`config.mk`:
```
export PLATFORM = sky130hd
export DESIGN_NAME = muxpga_cfg_loader_flat
export DESIGN_NICKNAME = d
export VERILOG_FILES = /design/src/rtl/muxpga_cfg_loader_if.sv /design/src/rtl/muxpga_cfg_loader.sv /design/src/flat_wrapper.sv
export SDC_FILE = /design/constraint.sdc
export NUM_CORES = 1
export LEC_CHECK = 0
export ABC_CLOCK_PERIOD_IN_PS = 3380
export BUFFER_PORTS_ARGS = -buffer_cell sky130_fd_sc_hd__buf_2
export CAP_MARGIN = 20
export CORE_MARGIN = 4
export CORE_UTILIZATION = 40
export CTS_CLUSTER_DIAMETER = 150
export DETAILED_ROUTE_END_ITERATION = 16
export PLACE_DENSITY = 0.6
export SLEW_MARGIN = 20
export SYNTH_ARGS = -nofsm -noshare
export SYNTH_HDL_FRONTEND = slang
export SYNTH_SLANG_ARGS = --single-unit
```
`constraint.sdc`:
```
create_clock -name clk -period 3.38 [get_ports clk]
set_clock_uncertainty 0.2 [all_clocks]
set_input_delay 0.169 -clock clk [delete_from_list [all_inputs] [get_ports clk]]
set_output_delay 0.169 -clock clk [all_outputs]
set_load 0.01 [all_outputs]
```
`src/rtl/muxpga_cfg_loader_if.sv`:
```
// Configuration word stream for the mux-cell array loader.
// The master drives the words; the loader answers with a registered ready.
interface muxpga_cfg_loader_if #(
  parameter int CFG_W = 5
);
  logic [CFG_W-1:0] cfg_data;
  logic             cfg_valid;
  logic             cfg_ready;

  modport master (output cfg_data, output cfg_valid, input cfg_ready);
  modport slave  (input cfg_data, input cfg_valid, output cfg_ready);
endinterface

```
`src/rtl/muxpga_cfg_loader.sv`:
```
// Loads one config word per cell plus an XOR checksum into a shadow store and
// commits the shadow to the active store atomically when the checksum matches.
//
// state | meaning
// IDLE  | after reset, waiting for start
// LOAD  | accepting cell words into the shadow store
// CHECK | accepting the checksum word
// RUN   | active config committed, array running
// ERR   | last load failed its checksum
module muxpga_cfg_loader #(
  parameter  int ROWS  = 8,
  parameter  int COLS  = 8,
  parameter  int CFG_W = 5,
  localparam int N     = ROWS * COLS,
  localparam int AW    = $clog2(N)
) (
  input  logic                 clk,
  input  logic                 reset,
  input  logic                 start,
  muxpga_cfg_loader_if.slave   cfg,
  output logic [N*CFG_W-1:0]   cell_cfg,
  output logic                 array_run,
  output logic                 cfg_err,
  output logic                 busy,
  output logic [AW-1:0]        load_addr
);

  typedef enum logic [2:0] {
    S_IDLE  = 3'd0,
    S_LOAD  = 3'd1,
    S_CHECK = 3'd2,
    S_RUN   = 3'd3,
    S_ERR   = 3'd4
  } state_t;

  state_t               state, state_nx;
  logic [N*CFG_W-1:0]   shadow_q;
  logic [N*CFG_W-1:0]   active_q;
  logic [CFG_W-1:0]     chk_q;
  logic [AW-1:0]        addr_q;
  logic                 run_q;
  logic                 err_q;
  logic                 xfer;
  logic                 last_word;
  logic                 chk_ok;

  // ready decodes only the state register, so xfer has no path from valid to ready
  assign xfer      = cfg.cfg_valid && cfg.cfg_ready;
  assign last_word = (addr_q == AW'(N - 1));
  assign chk_ok    = (cfg.cfg_data == chk_q);

  always_ff @(posedge clk) begin
    if (reset) state <= S_IDLE;
    else       state <= state_nx;
  end

  always_comb begin
    state_nx = state;
    if (start) begin
      state_nx = S_LOAD;
    end else begin
      case (state)
        S_LOAD:  if (xfer && last_word) state_nx = S_CHECK;
        S_CHECK: if (xfer) state_nx = chk_ok ? S_RUN : S_ERR;
        default: state_nx = state;
      endcase
    end
  end

  always_comb begin
    cfg.cfg_ready = (state == S_LOAD) || (state == S_CHECK);
    busy          = (state == S_LOAD) || (state == S_CHECK);
    array_run     = run_q;
    cfg_err       = err_q;
    cell_cfg      = active_q;
    load_addr     = addr_q;
  end

  // start wins over a same-cycle transfer; run_q keeps the old config live during reloads
  always_ff @(posedge clk) begin
    if (reset) begin
      shadow_q <= '0;
      active_q <= '0;
      chk_q    <= '0;
      addr_q   <= '0;
      run_q    <= 1'b0;
      err_q    <= 1'b0;
    end else if (start) begin
      chk_q  <= '0;
      addr_q <= '0;
      err_q  <= 1'b0;
    end else if (xfer) begin
      if (state == S_LOAD) begin
        shadow_q[addr_q*CFG_W +: CFG_W] <= cfg.cfg_data;
        chk_q  <= chk_q ^ cfg.cfg_data;
        addr_q <= last_word ? '0 : addr_q + AW'(1);
      end else if (state == S_CHECK) begin
        if (chk_ok) begin
          active_q <= shadow_q;
          run_q    <= 1'b1;
        end else begin
          run_q <= 1'b0;
          err_q <= 1'b1;
        end
      end
    end
  end

endmodule

```
`src/flat_wrapper.sv`:
```
// flat-port wrapper written by rule: the top's interface ports become plain ports
module muxpga_cfg_loader_flat 
#(
  parameter  int ROWS  = 8,
  parameter  int COLS  = 8,
  parameter  int CFG_W = 5,
  localparam int N     = ROWS * COLS,
  localparam int AW    = $clog2(N)
)
  (clk, reset, start, cell_cfg, array_run, cfg_err, busy, load_addr, cfg_cfg_data, cfg_cfg_valid, cfg_cfg_ready);
  muxpga_cfg_loader_if #(.CFG_W(CFG_W)) cfg_i ();
  input  logic clk;
  input  logic reset;
  input  logic start;
  output logic [N*CFG_W-1:0] cell_cfg;
  output logic array_run;
  output logic cfg_err;
  output logic busy;
  output logic [AW-1:0] load_addr;
  input wire logic [$bits(cfg_i.cfg_data)-1:0] cfg_cfg_data;
  input wire logic [$bits(cfg_i.cfg_valid)-1:0] cfg_cfg_valid;
  output wire logic [$bits(cfg_i.cfg_ready)-1:0] cfg_cfg_ready;
  assign cfg_i.cfg_data = cfg_cfg_data;
  assign cfg_i.cfg_valid = cfg_cfg_valid;
  assign cfg_cfg_ready = cfg_i.cfg_ready;
  muxpga_cfg_loader #(.ROWS(ROWS), .COLS(COLS), .CFG_W(CFG_W)) u_core (.clk(clk), .reset(reset), .start(start), .cfg(cfg_i), .cell_cfg(cell_cfg), .array_run(array_run), .cfg_err(cfg_err), .busy(busy), .load_addr(load_addr));
endmodule
```
==> flow_summary.ini <==
[outcome]
run_status = complete, no violations

[critical_path]
reg2reg_slack_ns = 0.24
worst_path_max_delay_cell = or4_4
worstSetupPathType = reg2reg
critPathLaunchType = register
crit_family = simple AND/OR/NAND/NOR gates
arrival_ns = 3.44
cp.required_ns = 3.69
critPathBufInv = 2
worstPathCellList = buf_4, or4_4, or3_1, a211oi_2, buf_4, and3_1, mux2i_1
cp-end-kind = register
slowest_delay_ns = 0.59
cp.depth = 7
cpMostUsedCell = buf_4
critPathMaxFanout = 15
worst_r2r_path_depth = 7
r2r_start = u_core.load_addr[0]
reg2reg_to = u_core.shadow_q[205]

[route]
postRouteAntennaNets = 0
routed_wl_um = 72800
highest_layer = met5
vias_per_cell = 4.98
num_vias = 18000
first_iter_violations = 1040
wl_met3_um = 3940
wl_per_cell_um = 20.1
wl_met1_um = 32500
wl_met2_um = 34000
drc = 0
drtPass1Iterations = 5

[synthesis]
synthFlopType = dfxtp_1
ys_seq_area_share_pct = 51.5
synth_seq_cells = 656
syn_area_sq_um = 25500
syn_area_per_cell_sq_um = 10.5
yosysMostFrequentCell = dfxtp_1
synth_area_leaders = dfxtp_1, mux2i_1, nand2b_1, nor2_1, clkbuf_1
synth.distinct_cells = 60
async_reset_ff_share_pct = 0
yosys_warnings = 0
netlist_top_cells_count = dfxtp_1, mux2i_1, nor2_1
netlist_instances = 2420
synth_top_area_share_pct = 51.5
yosys.area.top_type = dfxtp_1
synth_edf_count = 0
synth_nets = 2434

[floorplanning]
start_util_pct = 40.4
core_sq_um = 63100
rows = 92
die_h_um = 260
die-area_sq_um = 67800
die_w_um = 260
io_pins = 339

[min_path]
worst_hold_path_type = in2reg
min_to = u_core.shadow_q[133]
min_from = cfg_cfg_data[3]
holdPathStages = 4

[sta]
setup_tns_ns = 0
setup_violations = 0
tightest_slew_ns = 0.994
fmax_mhz = 319
period_needed_ns = 3.14
slew_viol_final = 0
whs_ns = 0.0753
relSlewSlack_pct = 33.7
finalHoldViolCount = 0
fin_crit_sh_pct = 92.8
rsz0062_at_grt = no

[clocking]
cts-root-buf = clkbuf_16
clk_latency_ns = 0.60
clock_path_buffers = 3
post-cts-setup-buffers = 0
clk_pin_slew_ns = 0.06
htree_levels = 3
cts_buffers = 70
cts_tree = built
cts_sinks = 656

[grt]
grt_overflow_total = 0
antenna_found_initial = 1
grt_pass1_wl_um = 109000
grt_pass1_vias = 18100
grt_use_total_pct = 20.9
grt_max_degree = 189

[placed_design]
gp_congestion = 0.821
dp.cells = 3480
numPortBuffers = 338
hpwl_um = 50900

[power_and_ir_drop]
finalPower_uw = 16000
static-leakage-power_uw = 0.0153
vdd_drop_max_mv = 0.376
p_per_area_nw_per_um2 = 525

[final_layout]
post-route-util_pct = 48.3
diodes = 0
finalNetCount = 2728
area_growth_pct = 19.5
layout.cells.non_filler = 3614
fill_cells = 5860
layout-drive-gt1-share_pct = 20.1

[run]
drv_cap = 0
## routing by layer
layer  vias up  track usage [%]
li1       8720                -
met1      8699             27.4
met2       441             34.2
met3       119             4.61
met4         2             6.84
met5         -                0
## layout make-up
cell class,count,area (sq um),area share (%)
Sequential cell,656,13100,43.1
Inverter,6,22.5,0.0740
Clock inverter,19,241,0.793
Clock buffer,107,2160,7.08
Timing Repair Buffer,397,2250,7.40
Multi-Input combinational cell,1583,11600,38.1
Tap cell,846,1060,3.48
## kinds of logic after synthesis
family                   after synthesis  share of synthesized area (%)
adder cells (fa/ha/maj)                5                          0.245
buffers and inverters                181                           3.21
AO/OA/AOI/OAI                         35                           1.29
XOR/XNOR                              21                          0.721
flip-flops                           656                           51.5
AND/OR/NAND/NOR                      887                           18.1
multiplexers                         635                           24.9
## placed cells by master, fill, tap and decap left out, types with 5 or more instances in the layout
cell / netlist / routed
buf_4: 12 / 44
clkinv_2: 0 / 10
clkbuf_8: 0 / 18
nand3b_1: 25 / 25
and2_1: 9 / 9
nor2_2: 8 / 12
nor2_1: 366 / 362
dlygate4sd3_1: 1 / 8
dfxtp_1: 656 / 656
xnor2_1: 8 / 7
buf_12: 0 / 7
nand4_1: 6 / 6
nand2_1: 50 / 50
nand2b_1: 304 / 304
xor2_1: 13 / 12
nand3_2: 15 / 15
clkbuf_16: 0 / 74
nor3_1: 6 / 6
bufinv_16: 0 / 5
buf_2: 13 / 337
nor2b_1: 5 / 5
mux2i_1: 635 / 635
and3_1: 19 / 19
o21ai_0: 7 / 7
clkbuf_1: 112 / 15
nand2_2: 7 / 7
nand3_1: 41 / 41
inv_1: 6 / 6
## state kept, by name, indices dropped and copies added, names as in the netlist
register          cells
u_core.chk_q          5
u_core.cell_cfg     320
u_core.state          3
u_core.shadow_q     320
u_core.load_addr      6
u_core.array_run      1
u_core.cfg_err        1
## metrics by stage
stage / instance area [sq um] / setup slack, ns
2_1_floorplan: 25500 / 0.285
3_3_place_gp: 28000 / 0.329
3_5_place_dp: 28000 / 0.264
4_1_cts: 30400 / 0.0450
5_1_grt: 30500 / 0.0700
6_report: 30500 / 0.244
## worst max-delay path by stage
stage / start / endpoint
floorplan: u_core.load_addr[0] / u_core.shadow_q[200]
global placement: u_core.load_addr[0] / u_core.shadow_q[206]
detailed placement: u_core.load_addr[0] / u_core.shadow_q[205]
CTS: u_core.load_addr[1] / u_core.state[0]
global route: u_core.load_addr[1] / u_core.shadow_q[236]
finish: u_core.load_addr[0] / u_core.shadow_q[205]
## timing repair
action | 4_1_cts | 5_1_grt
hold buffers | 8 | 0
endpoints found under the hold margin | 64 | 0
gates resized for setup | 0 | 2
endpoints found under the setup margin | 0 | 1
## where the power goes
part           switching (uW)  internal [uW]  leakage (uW)  total (uW)
Sequential               3.57           7730       0.00528        7740
Clock                    3100           4790       0.00118        7880
Combinational             261            117       0.00887         377
Total                    3360          12600        0.0153       16000
## worst reg2reg max path, stage by stage (launching register included)
cell and delay, ns:
dfxtp_1 0.32, buf_4 0.18, or4_4 0.59, or3_1 0.52, a211oi_2 0.33, buf_4 0.30
and3_1 0.38, mux2i_1 0.24
Power figures use the tool's default switching activity.
